## src/rtl/wbu_uart_pkg.sv

```systemverilog
// ---------------------------------------------------------------------------
// wbu_uart_pkg
// Shared definitions for the debug-bus UART path: transmitter state
// encoding, baud counter width and the default bit period.
// ---------------------------------------------------------------------------
package wbu_uart_pkg;

    // Width of the baud down-counter; bit periods up to 2^24-1 clocks.
    localparam int BAUD_CW = 24;

    // 100 MHz system clock / 115200 baud.
    localparam logic [BAUD_CW-1:0] DEFAULT_CLOCKS_PER_BAUD = 24'd868;

    typedef enum logic [2:0] {
        ST_IDLE  = 3'd0,
        ST_START = 3'd1,
        ST_DATA  = 3'd2,
        ST_STOP  = 3'd3,
        ST_BREAK = 3'd4,
        ST_MARK  = 3'd5
    } tx_state_t;

endpackage

```

## src/rtl/wbu_sync2ff.sv

```systemverilog
// ---------------------------------------------------------------------------
// wbu_sync2ff
// Two-flop synchronizer for a single asynchronous level input.
//   i_clk       in   destination clock
//   i_areset_n  in   asynchronous active-low reset
//   i_d         in   asynchronous input level
//   o_q         out  synchronized level (two clocks of latency)
// RESET_VAL selects the level both flops hold while in reset, so the
// consumer sees a safe value until real samples have propagated.
// ---------------------------------------------------------------------------
module wbu_sync2ff #(
    parameter logic RESET_VAL = 1'b0
) (
    input  logic i_clk,
    input  logic i_areset_n,
    input  logic i_d,
    output logic o_q
);

    logic r_meta;
    logic r_sync;

    always_ff @(posedge i_clk or negedge i_areset_n) begin
        if (!i_areset_n) begin
            r_meta <= RESET_VAL;
            r_sync <= RESET_VAL;
        end else begin
            r_meta <= i_d;
            r_sync <= r_meta;
        end
    end

    assign o_q = r_sync;

endmodule

```

## src/rtl/wbu_txuart.sv

```systemverilog
// ---------------------------------------------------------------------------
// wbu_txuart
// 8N1 serial transmitter for the debug-bus console path, with optional CTS
// flow control and a line-break generator.
//   i_clk       in   system clock
//   i_areset_n  in   asynchronous active-low reset
//   i_wr        in   byte-valid strobe, held by upstream until accepted
//   i_data[7:0] in   byte to send, LSB first
//   i_break     in   hold the line low (break) while set
//   i_cts_n     in   clear-to-send, active-low, asynchronous
//   o_uart_tx   out  serial line, idle high (registered)
//   o_busy      out  registered; 1 = not accepting a byte this cycle
// A byte is accepted on any cycle with i_wr && !o_busy.
// ---------------------------------------------------------------------------
module wbu_txuart
    import wbu_uart_pkg::*;
#(
    parameter logic [BAUD_CW-1:0] CLOCKS_PER_BAUD = DEFAULT_CLOCKS_PER_BAUD,
    parameter logic               USE_CTS         = 1'b1
) (
    input  logic       i_clk,
    input  logic       i_areset_n,
    input  logic       i_wr,
    input  logic [7:0] i_data,
    input  logic       i_break,
    input  logic       i_cts_n,
    output logic       o_uart_tx,
    output logic       o_busy
);

    localparam logic [BAUD_CW-1:0] BAUD_RELOAD = CLOCKS_PER_BAUD - 24'd1;

    tx_state_t          r_state;
    tx_state_t          w_state_next;
    logic [BAUD_CW-1:0] r_baud;
    logic [BAUD_CW-1:0] w_baud_next;
    logic [7:0]         r_shift;
    logic [7:0]         w_shift_next;
    logic [2:0]         r_bit;
    logic [2:0]         w_bit_next;
    logic               r_tx;
    logic               w_tx_next;
    logic               r_busy;
    logic               w_busy_next;

    logic               w_cts_sync;
    logic               w_cts_block;
    logic               w_accept;
    logic               w_baud_done;
    logic               w_can_start;

    // Synchronizer resets to "blocked" so nothing is accepted until the
    // real CTS level has propagated.
    wbu_sync2ff #(
        .RESET_VAL (1'b1)
    ) u_cts_sync (
        .i_clk      (i_clk),
        .i_areset_n (i_areset_n),
        .i_d        (i_cts_n),
        .o_q        (w_cts_sync)
    );

    assign w_cts_block = USE_CTS && w_cts_sync;
    assign w_accept    = i_wr && !r_busy;
    assign w_baud_done = (r_baud == '0);
    // Conditions under which a new frame may begin on the next cycle.
    assign w_can_start = !w_cts_block && !i_break;

    always_comb begin
        w_state_next = r_state;
        w_baud_next  = w_baud_done ? '0 : (r_baud - 24'd1);
        w_shift_next = r_shift;
        w_bit_next   = r_bit;

        case (r_state)
            ST_IDLE: begin
                // Accept beats break: a byte taken while not busy goes first.
                if (w_accept) begin
                    w_state_next = ST_START;
                    w_baud_next  = BAUD_RELOAD;
                    w_shift_next = i_data;
                end else if (i_break) begin
                    w_state_next = ST_BREAK;
                end
            end
            ST_START: begin
                if (w_baud_done) begin
                    w_state_next = ST_DATA;
                    w_baud_next  = BAUD_RELOAD;
                    w_bit_next   = 3'd0;
                end
            end
            ST_DATA: begin
                if (w_baud_done) begin
                    w_baud_next = BAUD_RELOAD;
                    if (r_bit == 3'd7) begin
                        w_state_next = ST_STOP;
                    end else begin
                        w_bit_next   = r_bit + 3'd1;
                        w_shift_next = {1'b0, r_shift[7:1]};
                    end
                end
            end
            ST_STOP: begin
                if (w_baud_done) begin
                    // Accepting here chains frames with no idle gap.
                    if (w_accept) begin
                        w_state_next = ST_START;
                        w_baud_next  = BAUD_RELOAD;
                        w_shift_next = i_data;
                    end else if (i_break) begin
                        w_state_next = ST_BREAK;
                    end else begin
                        w_state_next = ST_IDLE;
                    end
                end
            end
            ST_BREAK: begin
                if (!i_break) begin
                    w_state_next = ST_MARK;
                    w_baud_next  = BAUD_RELOAD;
                end
            end
            ST_MARK: begin
                if (w_baud_done) begin
                    w_state_next = ST_IDLE;
                end
            end
            default: begin
                w_state_next = ST_IDLE;
                w_baud_next  = '0;
            end
        endcase
    end

    // Line level follows the state being entered so o_uart_tx is a flop.
    always_comb begin
        w_tx_next = 1'b1;
        case (w_state_next)
            ST_START: w_tx_next = 1'b0;
            ST_DATA:  w_tx_next = w_shift_next[0];
            ST_BREAK: w_tx_next = 1'b0;
            default:  w_tx_next = 1'b1;
        endcase
    end

    // Busy is computed one cycle ahead: low only for idle, or for the last
    // stop-bit cycle, and then only when a new frame could legally start.
    // Entering START always forces it high, so an accepted byte is never
    // taken twice.
    always_comb begin
        w_busy_next = 1'b1;
        if (w_can_start &&
            ((w_state_next == ST_IDLE) ||
             ((w_state_next == ST_STOP) && (w_baud_next == '0)))) begin
            w_busy_next = 1'b0;
        end
    end

    always_ff @(posedge i_clk or negedge i_areset_n) begin
        if (!i_areset_n) begin
            r_state <= ST_IDLE;
            r_baud  <= '0;
            r_shift <= '0;
            r_bit   <= '0;
            r_tx    <= 1'b1;
            r_busy  <= 1'b1;
        end else begin
            r_state <= w_state_next;
            r_baud  <= w_baud_next;
            r_shift <= w_shift_next;
            r_bit   <= w_bit_next;
            r_tx    <= w_tx_next;
            r_busy  <= w_busy_next;
        end
    end

    assign o_uart_tx = r_tx;
    assign o_busy    = r_busy;

endmodule

```

## config.mk

```make
export PLATFORM = sky130hd
export DESIGN_NAME = wbu_txuart
export DESIGN_NICKNAME = d
export VERILOG_FILES = /design/src/rtl/wbu_uart_pkg.sv /design/src/rtl/wbu_sync2ff.sv /design/src/rtl/wbu_txuart.sv
export SDC_FILE = /design/constraint.sdc
export NUM_CORES = 1
export LEC_CHECK = 0
export ABC_AREA = 0
export BUFFER_PORTS_ARGS = -buffer_cell sky130_fd_sc_hd__buf_2
export CORE_ASPECT_RATIO = 1.2
export CORE_MARGIN = 2
export CORE_UTILIZATION = 45
export CTS_BUF_LIST = sky130_fd_sc_hd__clkbuf_4
export DETAILED_ROUTE_END_ITERATION = 7
export PLACE_DENSITY = 0.72
export SLEW_MARGIN = 10
export SYNTH_ARGS = -nofsm -noshare
export SYNTH_HDL_FRONTEND = slang
export SYNTH_SLANG_ARGS = --single-unit
```

## constraint.sdc

```tcl
create_clock -name i_clk -period 3.2 [get_ports i_clk]
set_input_delay 0.32 -clock i_clk [delete_from_list [all_inputs] [get_ports i_clk]]
set_output_delay 0.32 -clock i_clk [all_outputs]
set_load 0.03 [all_outputs]
```

### Yosys cells after proc, flatten, opt, wreduce, memory -nomap -nowiden

Cells that the tools add are included.

| cells by class | value |
|---|---|
| muxes and demuxes | 28 |
| add/subtract/negate cells | 2 |
| reduce and logical (&&, ||, !) cells | 18 |
| eq/ne operators | 14 |

Operators with widths:

| operator | count |
|---|---|
| 24-bit two-way mux | 5 |
| 24-bit one-hot mux with 5 select lines | 1 |
| 24-bit logical NOT | 2 |
| 3-bit two-way mux | 13 |
| 8-bit two-way mux | 4 |
| 8-bit one-hot mux with 3 select lines | 1 |
| 24-bit by 1-bit subtractor with 24-bit output (second input constant) | 1 |
| 3-bit one-hot mux with 6 select lines | 1 |
| 3-bit by 2-bit equality test with 1-bit output (second input constant) | 4 |
| 3-bit equality test (second input constant) | 4 |
| 2-bit != test (second input constant) | 4 |
| 4-bit AND reduction | 2 |
| 3-bit by 1-bit equality test with 1-bit output (second input constant) | 2 |
| 3-bit logical NOT | 2 |
| 3-bit one-hot mux with 2 select lines | 1 |
| 1-bit logical AND | 4 |
| 2-bit OR reduction | 2 |
| 3-bit by 1-bit adder with 3-bit output (second input constant) | 1 |
| 1-bit logical NOT | 3 |
| 3-bit nonzero test | 1 |
| 1-bit one-hot mux with 2 select lines | 1 |
| 2-bit nonzero test | 1 |
| 1-bit logical OR | 1 |
| 1-bit two-way mux | 1 |

| storage, ports and cells | value |
|---|---|
| output and inout port bits | 2 |
| flip-flop bits (word level) | 42 |
| bits of input ports | 13 |

### Logic depth before layout (Yosys ltp)

Gate-level depths: netlist (run 1).

| depth | value |
|---|---|
| depth in word-level cells | 10 |
| depth in mapped cells | 11 |
| depth with buffers taken out | 9 |

### Cells and area by module

Synthesis (run 1) repeated with hierarchy kept, for this count alone.

| unflattened totals | value |
|---|---|
| cells, all modules | 289 |
| area total of the unflattened synthesis | 2618.8 um2 |

By module, submodules not included:

| module | cells an instance | times used | seq. area each (um2) | area an instance (um2) |
|---|---|---|---|---|
| wbu_txuart | 287 | 1 | 1003.5 | 2566.2 |
| wbu_sync2ff | 2 | 1 | 52.6 | 52.6 |

### Worst setup path before layout (run 1)

Ideal clock, no wire load.

| timing path | value |
|---|---|
| kind | reg-to-reg |
| start | register r_baud[4] |
| end | register r_busy (netlist: o_busy) |
| data required time | 3114 ps |
| clock period less this slack | 2765 ps |
| cell stages (with the launch flop) | 9 |
| arrival | 2679 ps |
| slack | 435 ps |
| path buffers | 1 |
| library setup time | 86 ps |
| cells stage by stage | dfrtp_1 -> buf_2 -> nor4_1 -> nand4_1 -> or3_2 -> mux2i_1 -> a311oi_1 -> nand4_1 -> a2111o_1 |

| between the ends | value |
|---|---|
| cells in the longest elaborated chain, start to end | 10 |

Ends and longest elaborated chain:

| what | line | source |
|---|---|---|
| start: declaration | wbu_txuart.sv:35 | `logic [BAUD_CW-1:0] r_baud;` |
| start signal: assignment | wbu_txuart.sv:170 | `r_baud <= w_baud_next;` |
| 24-bit by 1-bit subtractor with 24-bit output / 24-bit logical NOT (equally long branches) | wbu_txuart.sv:71, wbu_txuart.sv:65 |  |
| 24-bit two-way mux | wbu_txuart.sv:71 | `w_baud_next = w_baud_done ? '0 : (r_baud - 24'd1);` |
| 24-bit two-way mux | wbu_txuart.sv:78, wbu_txuart.sv:107 |  |
| 24-bit two-way mux | wbu_txuart.sv:105 | `if (w_baud_done) begin` |
| 24-bit one-hot mux with 5 select lines | wbu_txuart.sv:75 | `case (r_state)` |
| 24-bit logical NOT | wbu_txuart.sv:155 | `((w_state_next == ST_STOP) && (w_baud_next == '0)))) begin` |
| 1-bit logical AND | wbu_txuart.sv:155 |  |
| 1-bit logical OR (*) | wbu_txuart.sv:154 | `((w_state_next == ST_IDLE) \|\|` |
| 1-bit logical AND (*) | wbu_txuart.sv:153 | `if (w_can_start &&` |
| 1-bit two-way mux (*) | wbu_txuart.sv:153 |  |
| net w_busy_next | wbu_txuart.sv:44 | `logic w_busy_next;` |
| end signal: assignment | wbu_txuart.sv:174 | `r_busy <= w_busy_next;` |
| end: declaration | wbu_txuart.sv:43 | `logic r_busy;` |

Mark *: on every way through the listed nets, which the timed path passes. The rest lies on a longest branch.
A chain may end at the register's enable or synchronous reset.

### Worst setup path after layout (run 1)

| timing path | value |
|---|---|
| start | register r_baud[0] |
| end | register r_busy (netlist: o_busy) |

| between the ends | value |
|---|---|
| cells in the longest elaborated chain, start to end | 10 |

Ends and longest elaborated chain:

| what | line | source |
|---|---|---|
| 24-bit by 1-bit subtractor with 24-bit output / 24-bit logical NOT (equally long branches) | wbu_txuart.sv:71, wbu_txuart.sv:65 |  |
| 24-bit two-way mux | wbu_txuart.sv:71 |  |
| 24-bit two-way mux | wbu_txuart.sv:78, wbu_txuart.sv:107 |  |
| 24-bit two-way mux | wbu_txuart.sv:105 |  |
| 24-bit one-hot mux with 5 select lines (*) | wbu_txuart.sv:75 |  |
| net w_baud_next[20] | wbu_txuart.sv:36 | `logic [BAUD_CW-1:0] w_baud_next;` |
| 24-bit logical NOT (*) | wbu_txuart.sv:155 |  |
| 1-bit logical AND (*) | wbu_txuart.sv:155 |  |
| 1-bit logical OR (*) | wbu_txuart.sv:154 |  |
| 1-bit logical AND (*) | wbu_txuart.sv:153 |  |
| 1-bit two-way mux (*) | wbu_txuart.sv:153 |  |
| net w_busy_next | wbu_txuart.sv:44 |  |

Marked as above.

==> results of run 1 <==
## registers in the layout, summed over array words and instances, names as in the netlist
signal / cells
r_baud: 24
r_shift: 8
r_state: 3
u_cts_sync.r_meta: 1
r_bit: 3
u_cts_sync.o_q: 1
o_uart_tx: 1
o_busy: 1
## how the worst max path moves through the flow
| stage | slack [ns] | start | depth (start not counted) | to |
|---|---|---|---|---|
| finish | 0.28 | r_baud[0]$_DFF_PN0_ | 9 | o_busy$_DFF_PN1_ |
| floorplan | 0.43 | r_baud[4]$_DFF_PN0_ | 8 | o_busy$_DFF_PN1_ |
| global route | 0.13 | r_baud[0]$_DFF_PN0_ | 9 | o_busy$_DFF_PN1_ |
| CTS | 0.32 | r_baud[0]$_DFF_PN0_ | 9 | o_busy$_DFF_PN1_ |
| global placement | 0.42 | r_baud[0]$_DFF_PN0_ | 9 | o_busy$_DFF_PN1_ |
| detailed placement | 0.31 | r_baud[0]$_DFF_PN0_ | 9 | o_busy$_DFF_PN1_ |
## stage by stage
stage          hold slack [ns]  cells  total power [mW]  instance area [um2]  setup slack (ns)
2_1_floorplan           0.0244    289             0.953                 2620             0.435
3_3_place_gp             0.345    368              1.06                 2790             0.421
3_5_place_dp             0.349    368              1.07                 2790             0.308
4_1_cts                 0.0526    376              1.42                 2870             0.324
5_1_grt                 0.0393    376              1.50                 2870             0.132
6_report                0.0615    376              1.42                 2870             0.278
## cell usage after synthesis, drive strengths merged, types with 3 or more instances
cell    instances
a31oi           4
xor2            8
a21oi           9
nand4           8
nor4b           3
inv            11
nand2          34
o21ai          13
ha              4
or3             3
or4             7
nor2b           3
xnor2          10
nand3           3
mux2i           4
nand2b          4
nor2           39
a22oi           7
nor4           12
dfstp           4
nor3           10
or2             5
clkbuf          5
dfrtp          38
buf             6
## worst register-to-register path, stage by stage (launching register included)
cell	delay (ns)
sky130_fd_sc_hd__dfrtp_1	0.45
sky130_fd_sc_hd__inv_1	0.12
sky130_fd_sc_hd__ha_1	0.15
sky130_fd_sc_hd__or4b_1	0.54
sky130_fd_sc_hd__nor2_1	0.21
sky130_fd_sc_hd__and4_1	0.41
sky130_fd_sc_hd__nor3_1	0.14
sky130_fd_sc_hd__a311oi_1	0.29
sky130_fd_sc_hd__nand4_1	0.14
sky130_fd_sc_hd__a2111o_1	0.42
## layer usage
metal	routed length (um)	GRT usage, %	part of all wire, %
met5	0	0	0
met4	165	8.10	2.7
met3	289	3.91	4.7
met2	2950	33.4	48
met1	2700	26.9	44
## cell usage in the layout, fill, tap and decap left out, drive strengths merged, types with 5 or more instances in the layout
cell type	count
a21oi	9
a22oi	7
buf	26
clkbuf	6
dfrtp	38
inv	11
nand2	34
nand4	8
nor2	39
nor3	10
nor4	12
o21ai	13
or2	5
or4	7
xnor2	10
xor2	8
## cell families (layout without fill, tap and decap cells)
kind of cell               count (synthesis)  count (layout)
xor gates and xnor gates                  18              18
buffers and inverters                     22              45
adders and majority gates                  4               4
and+or+nand+nor                          144             144
AOI/OAI and AO/OA                         53              53
muxes                                      6               6
DFF                                       42              42
## power by group through the flow
stage          clock [mW]  sequential (mW)  combinational, mW
2_1_floorplan           0            0.661              0.292
3_3_place_gp            0            0.715              0.344
3_5_place_dp            0            0.719              0.350
4_1_cts             0.362            0.709              0.354
5_1_grt             0.386            0.726              0.392
6_report            0.350            0.712              0.354
## layout make-up
class / instances / area, um2
Clock buffer: 6 / 45.0
Clock inverter: 2 / 37.5
Fill cell: 539 / 2760
Inverter: 11 / 41.3
Multi-Input combinational cell: 225 / 1450
Sequential cell: 42 / 1060
Tap cell: 64 / 80.1
Timing Repair Buffer: 26 / 160
==> flow_summary.rst, run 1 <==
.. list-table::
   :header-rows: 1

   * - Metric
     - Value
   * - Standard-cell rows
     - 30
   * - Core Region
     - 5630 um2
   * - WL final
     - 6110 um
   * - Simple-gate portion of the synthesized area
     - 31.1%
   * - Highest cell delay on the worst timing path
     - 0.54 ns
   * - Relative max-transition margin
     - 38.4%
   * - Data required time of the worst path
     - 3.50 ns
   * - Cell types with the largest area share after synthesis
     - sky130_fd_sc_hd__dfrtp_1 (36%), sky130_fd_sc_hd__nor2_1 (5.6%), sky130_fd_sc_hd__nand2_1 (4.7%)
   * - Startpoint of the worst register-to-register path
     - r_baud[0]$_DFF_PN0_
   * - Clock-pin slew on the worst setup and hold paths
     - 0.13 ns
   * - Cells on Worst Hold Path
     - 1
   * - Total Routing Usage GR
     - 20.5%
   * - Fraction of power spent switching nets
     - 34.7%
   * - Main combinational cell family by area after synthesis
     - simple AND/OR/NAND/NOR gates
   * - Total count of max-transition violations in the final report
     - 0
   * - CTS tree
     - done
   * - Count of TritonRoute iterations in the first routing pass
     - 4
   * - Area Growth Syn to Fin
     - 9.65%
   * - Initial Utilization
     - 46.5%
   * - Detailed-placement wirelength estimate
     - 4510 um
   * - GPL Wtd Cong
     - 0.896
   * - Setup repair after global routing missed its margin
     - false
   * - Power density of the placed cells
     - 493 nW/um2
   * - Final setup viols
     - 0
   * - Cell at the root of the clock tree
     - sky130_fd_sc_hd__clkbuf_4
   * - Largest fanout of any net on the critical path
     - 8
   * - Final standard cell utilization of the core
     - 51.0%
   * - Share of the synthesized area in the top cell type
     - 36.3%
   * - Die Outline Area
     - 6450 um2
   * - Period utilization
     - 91.3%
   * - Psw
     - 0.492 mW
   * - Quantity of I/O buffers inserted on ports
     - 14
   * - Sequential element share of the synthesized area
     - 40.3%
   * - Post-Syn Area
     - 2620 um2
   * - Worst path top cell family by delay
     - simple AND/OR/NAND/NOR gates
   * - Final antenna-violating net count
     - 0
   * - Distinct cells, synth
     - 66
   * - Worst Hold Endpoint
     - u_cts_sync.r_meta$_DFF_PN1_
   * - Overall die width
     - 73.6 um
   * - Crit path launch type
     - flop
   * - Setup fix buffers added after clock tree synthesis
     - 0
   * - Total buffers and inverters traversed by the critical path
     - 1
   * - FFs w/ async S/R, synth
     - 100%
   * - Number of sinks driven by the clock tree
     - 42
   * - Drc violations
     - 0
   * - Total global routing overflow
     - 0
   * - Yosys warnings
     - 0
   * - Iteration-0 DRC Markers
     - 141
   * - Chain of cells forming the critical path
     - inv_1 -> ha_1 -> or4b_1 -> nor2_1 -> and4_1 -> nor3_1 -> a311oi_1 -> nand4_1 -> a2111o_1
   * - Number of antenna violations at the first check in global routing
     - 0
   * - R2r endpoint
     - o_busy$_DFF_PN1_
   * - Vias after detailed routing
     - 2299
   * - Proportion of synthesized area in mux cells
     - 2.39%
   * - Post-Synthesis Cells
     - 289
   * - Achievable Freq
     - 342 MHz
   * - Pin slew with the least headroom to its limit
     - 0.925 ns
   * - Combinational cell fraction of total power
     - 25.0%
   * - Logic depth of the worst register-to-register path
     - 9
   * - Run status
     - completed
   * - Synthesized flop and latch total
     - 42
   * - Worst Setup End Kind
     - flop
   * - TritonCTS Buffers
     - 5
   * - Yosys top cell by area
     - sky130_fd_sc_hd__dfrtp_1
   * - Number of diodes added for antenna fixing
     - 0
   * - Layout net count
     - 328
   * - Cts hold-fix bufs
     - 0
   * - Top-level I/O count
     - 15
   * - Maximum number of pins on one net before global-route repair
     - 43
   * - Cell type of the slowest stage on the worst timing path
     - sky130_fd_sc_hd__or4b_1
   * - Post-synthesis share of cell area spent on xor and xnor gates
     - 6.02%
   * - Max capacitance violation total
     - 0
   * - Synthesized net count
     - 306
   * - Max VDD drop
     - 284 uV
   * - Post-synthesis adder-cell area fraction
     - 1.91%
   * - DIE HEIGHT
     - 87.6 um
   * - Worst EP arrival
     - 3.22 ns
   * - Seq pwr share
     - 50.3%
   * - Clk buf depth
     - 2
   * - Clock period minus final worst setup slack
     - 2.92 ns
   * - Top_reg_cell synth
     - sky130_fd_sc_hd__dfrtp_1
   * - Insertion delay to the later sink of the worst-skew pair
     - 0.36 ns
   * - Launch instance of the worst min-delay path
     - i_cts_n
   * - Fraction of final layout cells sized beyond drive strength 1
     - 19.6%
   * - Hold crit path type
     - in2reg
   * - Cell internal pwr
     - 0.924 mW
   * - Final hold violation count
     - 0
   * - Number of synthesized flops with an enable pin
     - 0
   * - Vias in the first global route
     - 2226
   * - Number of H-tree branching levels
     - 2
   * - Leakage power
     - 1.23 nW
   * - Compound-cell area share of the yosys netlist
     - 14.0%
   * - Clock share of power
     - 24.7%
   * - Max Clock Skew
     - 0.0163 ns
   * - Post-CTS sizing
     - 0
   * - Average cell area after synthesis
     - 9.06 um2
   * - Global-route wire length before repair
     - 10400 um
   * - Wire length per cell after detailed routing
     - 16.2 um
   * - Fin Setup TNS
     - 0 ns
   * - Type of the setup path with the least slack
     - reg2reg
   * - Number of vias per cell
     - 6.11
   * - Slack of the worst reg-to-reg path
     - 0.28 ns
Power figures use the tool's default switching activity.
==> inputs of run 2 (changes only) <==
CORE_MARGIN = 4   (was 2)
CORE_UTILIZATION = 63   (was 45)
PLACE_DENSITY = 0.92   (was 0.72)
==> flow_summary.rst, run 2 (synthesis gave the netlist of run 1 again) <==
.. list-table::
   :header-rows: 1

   * - Metric
     - Value
   * - Cts hold-fix bufs
     - 0 (unchanged)
   * - Achievable Freq
     - 347 MHz (was 342 MHz)
   * - Total global routing overflow
     - 0 (unchanged)
   * - Top register by number of flip-flops
     - r_baud (unchanged)
   * - Launch instance of the worst min-delay path
     - i_cts_n (unchanged)
   * - Vias in the first global route
     - 2150 (was 2226)
   * - Initial Utilization
     - 65.9% (was 46.5%)
   * - Max VDD drop
     - 303 uV (was 284 uV)
   * - Placement Cell Area
     - 2770 um2 (was 2790 um2)
   * - Power, Total
     - 1.32 mW (was 1.42 mW)
   * - Final antenna-violating net count
     - 0 (unchanged)
   * - Clock period minus final worst setup slack
     - 2.89 ns (was 2.92 ns)
   * - Fraction of final layout cells sized beyond drive strength 1
     - 19.0% (was 19.6%)
   * - Period utilization
     - 90.2% (was 91.3%)
   * - Overall die width
     - 66.9 um (was 73.6 um)
   * - Leading cell type in the layout, fill and taps excluded
     - sky130_fd_sc_hd__nor2_1 (unchanged)
   * - GPL Wtd Cong
     - 1.01 (was 0.896)
   * - WL final
     - 6050 um (was 6110 um)
   * - Worst EP arrival
     - 3.19 ns (was 3.22 ns)
   * - Drc violations
     - 0 (unchanged)
   * - Finished layout cell area
     - 2820 um2 (was 2870 um2)
   * - Iteration-0 DRC Markers
     - 198 (was 141)
   * - Number of diodes added for antenna fixing
     - 0 (unchanged)
   * - Insertion delay to the later sink of the worst-skew pair
     - 0.36 ns (about the same)
   * - Largest fanout of any net on the critical path
     - 10 (was 8)
   * - Max capacitance violation total
     - 0 (unchanged)
   * - Global-route wire length before repair
     - 10300 um (was 10400 um)
   * - Core Region
     - 3970 um2 (was 5630 um2)
   * - Worst Setup End Kind
     - flop (unchanged)
   * - Run status
     - completed (unchanged)
   * - Count of TritonRoute iterations in the first routing pass
     - 6 (was 4)
   * - Setup repair after global routing missed its margin
     - false (unchanged)
   * - Fin Setup TNS
     - 0 ns (unchanged)
   * - Final hold violation count
     - 0 (unchanged)
   * - Layout net count
     - 327 (was 328)
   * - Number of H-tree branching levels
     - 2 (unchanged)
   * - Data required time of the worst path
     - 3.50 ns (about the same)
   * - Worst-case setup margin in the final layout
     - 0.315 ns (was 0.278 ns)
   * - Hold Slack
     - 0.0591 ns (was 0.0615 ns)
   * - Number of vias per cell
     - 6.26 (was 6.11)
   * - DIE HEIGHT
     - 78.6 um (was 87.6 um)
   * - Relative max-transition margin
     - 36.8% (was 38.4%)
   * - Pre-CTS setup slack
     - 0.327 ns (was 0.308 ns)
   * - Post-CTS sizing
     - 0 (unchanged)
   * - Leakage power
     - 1.21 nW (was 1.23 nW)
   * - Setup fix buffers added after clock tree synthesis
     - 0 (unchanged)
   * - Clock-pin slew on the worst setup and hold paths
     - 0.14 ns (was 0.13 ns)
   * - Final setup viols
     - 0 (unchanged)
   * - Most used cells in the layout excluding fill and tap cells
     - sky130_fd_sc_hd__nor2_1 (39), sky130_fd_sc_hd__dfrtp_1 (38), sky130_fd_sc_hd__nand2_1 (33) (unchanged)
   * - Max Clock Skew
     - 0.0200 ns (was 0.0163 ns)
   * - Startpoint of the worst register-to-register path
     - r_baud[1]$_DFF_PN0_ (was r_baud[0]$_DFF_PN0_)
   * - Start point of the critical path
     - r_baud[1]$_DFF_PN0_ (was r_baud[0]$_DFF_PN0_)
   * - Pin slew with the least headroom to its limit
     - 0.948 ns (was 0.925 ns)
   * - Number of antenna violations at the first check in global routing
     - 0 (unchanged)
   * - Maximum number of pins on one net before global-route repair
     - 43 (unchanged)
   * - Type of the setup path with the least slack
     - reg2reg (unchanged)
   * - Die Outline Area
     - 5260 um2 (was 6450 um2)
   * - Cell at the root of the clock tree
     - sky130_fd_sc_hd__clkbuf_4 (unchanged)
   * - Crit path launch type
     - flop (unchanged)
   * - Vias after detailed routing
     - 2285 (was 2299)
   * - Number of sinks driven by the clock tree
     - 42 (unchanged)
   * - Total count of max-transition violations in the final report
     - 0 (unchanged)
   * - Filler Cells Inserted
     - 308 (was 539)
   * - Top-level I/O count
     - 15 (unchanged)
   * - Clk buf depth
     - 2 (unchanged)
   * - Total Routing Usage GR
     - 25.7% (was 20.5%)
   * - CTS tree
     - done (unchanged)
   * - Quantity of I/O buffers inserted on ports
     - 14 (unchanged)
   * - Area Growth Syn to Fin
     - 7.79% (was 9.65%)
   * - TritonCTS Buffers
     - 5 (unchanged)
   * - Standard-cell rows
     - 25 (was 30)
   * - Wire length per cell after detailed routing
     - 16.6 um (was 16.2 um)
   * - Flip-flop count of the largest register, all copies and words added
     - 24 (unchanged)
   * - Power density of the placed cells
     - 467 nW/um2 (was 493 nW/um2)
   * - Hold crit path type
     - in2reg (unchanged)
   * - Detailed-placement wirelength estimate
     - 4450 um (was 4510 um)
   * - Largest registers
     - r_baud (24), r_shift (8) (unchanged)
run 2: cell types whose count changed in the layout (fill, tap and decap cells not counted):
cell,change
sky130_fd_sc_hd__bufinv_16,-1
sky130_fd_sc_hd__clkbuf_4,-1
sky130_fd_sc_hd__clkinv_2,+1
sky130_fd_sc_hd__clkinv_1,+1
sky130_fd_sc_hd__buf_4,-1
run 2: worst paths after layout:
kind / end / slack (ns) / depth (start not counted)
worst max-delay path: o_busy$_DFF_PN1_ / 0.31 / 10
worst min-delay path: u_cts_sync.r_meta$_DFF_PN1_ / 0.06 / 1
worst max register to register: o_busy$_DFF_PN1_ / 0.31 / 10
worst min register to register: u_cts_sync.o_q$_DFF_PN1_ / 0.36 / 0
max in group asynchronous: r_baud[22]$_DFF_PN0_ / 2.51 / 1
min in group asynchronous: r_baud[4]$_DFF_PN0_ / 0.08 / 1
run 2: critical path, cell delays in order (launching register included):
cell	delay, ns
sky130_fd_sc_hd__dfrtp_1	0.46
sky130_fd_sc_hd__inv_1	0.10
sky130_fd_sc_hd__ha_1	0.14
sky130_fd_sc_hd__or4b_1	0.54
sky130_fd_sc_hd__nor2_1	0.24
sky130_fd_sc_hd__and4_1	0.28
sky130_fd_sc_hd__buf_4	0.20
sky130_fd_sc_hd__o2111ai_1	0.16
sky130_fd_sc_hd__nor3_1	0.18
sky130_fd_sc_hd__nand4_1	0.11
sky130_fd_sc_hd__a2111o_1	0.43
run 2: cell type report:
cell class / instances / area, um2 / area share (%)
multi-input cells: 225 / 1450 / 51.4
inverters: 11 / 41.3 / 1.46
well taps: 54 / 67.6 / 2.39
clock buffers: 5 / 37.5 / 1.33
repair buffers: 25 / 153 / 5.41
clock inverters: 3 / 16.3 / 0.576
flip-flops and latches: 42 / 1060 / 37.4
run 2: stage by stage:
stage | cells | util (%)
6_report | 365 | 71.1
5_1_grt | 365 | 71.1
4_1_cts | 365 | 71.1
3_5_place_dp | 357 | 69.7
3_3_place_gp | 357 | 69.7
2_1_floorplan | 289 | -
run 2: power breakdown:
| part | switching (mW) | internal (mW) |
|---|---|---|
| clock | 0.180 | 0.0819 |
| combinational | 0.197 | 0.150 |
| sequential | 0.109 | 0.600 |
run 2: metal layers:
metal / vias up / track usage [%] / part of all wire [%]
li1: 1098 / - / -
met1: 1081 / 33.4 / 42
met2: 91 / 41.3 / 50
met3: 15 / 5.44 / 5.6
met4: 0 / 10.1 / 2.6
met5: - / 0 / 0
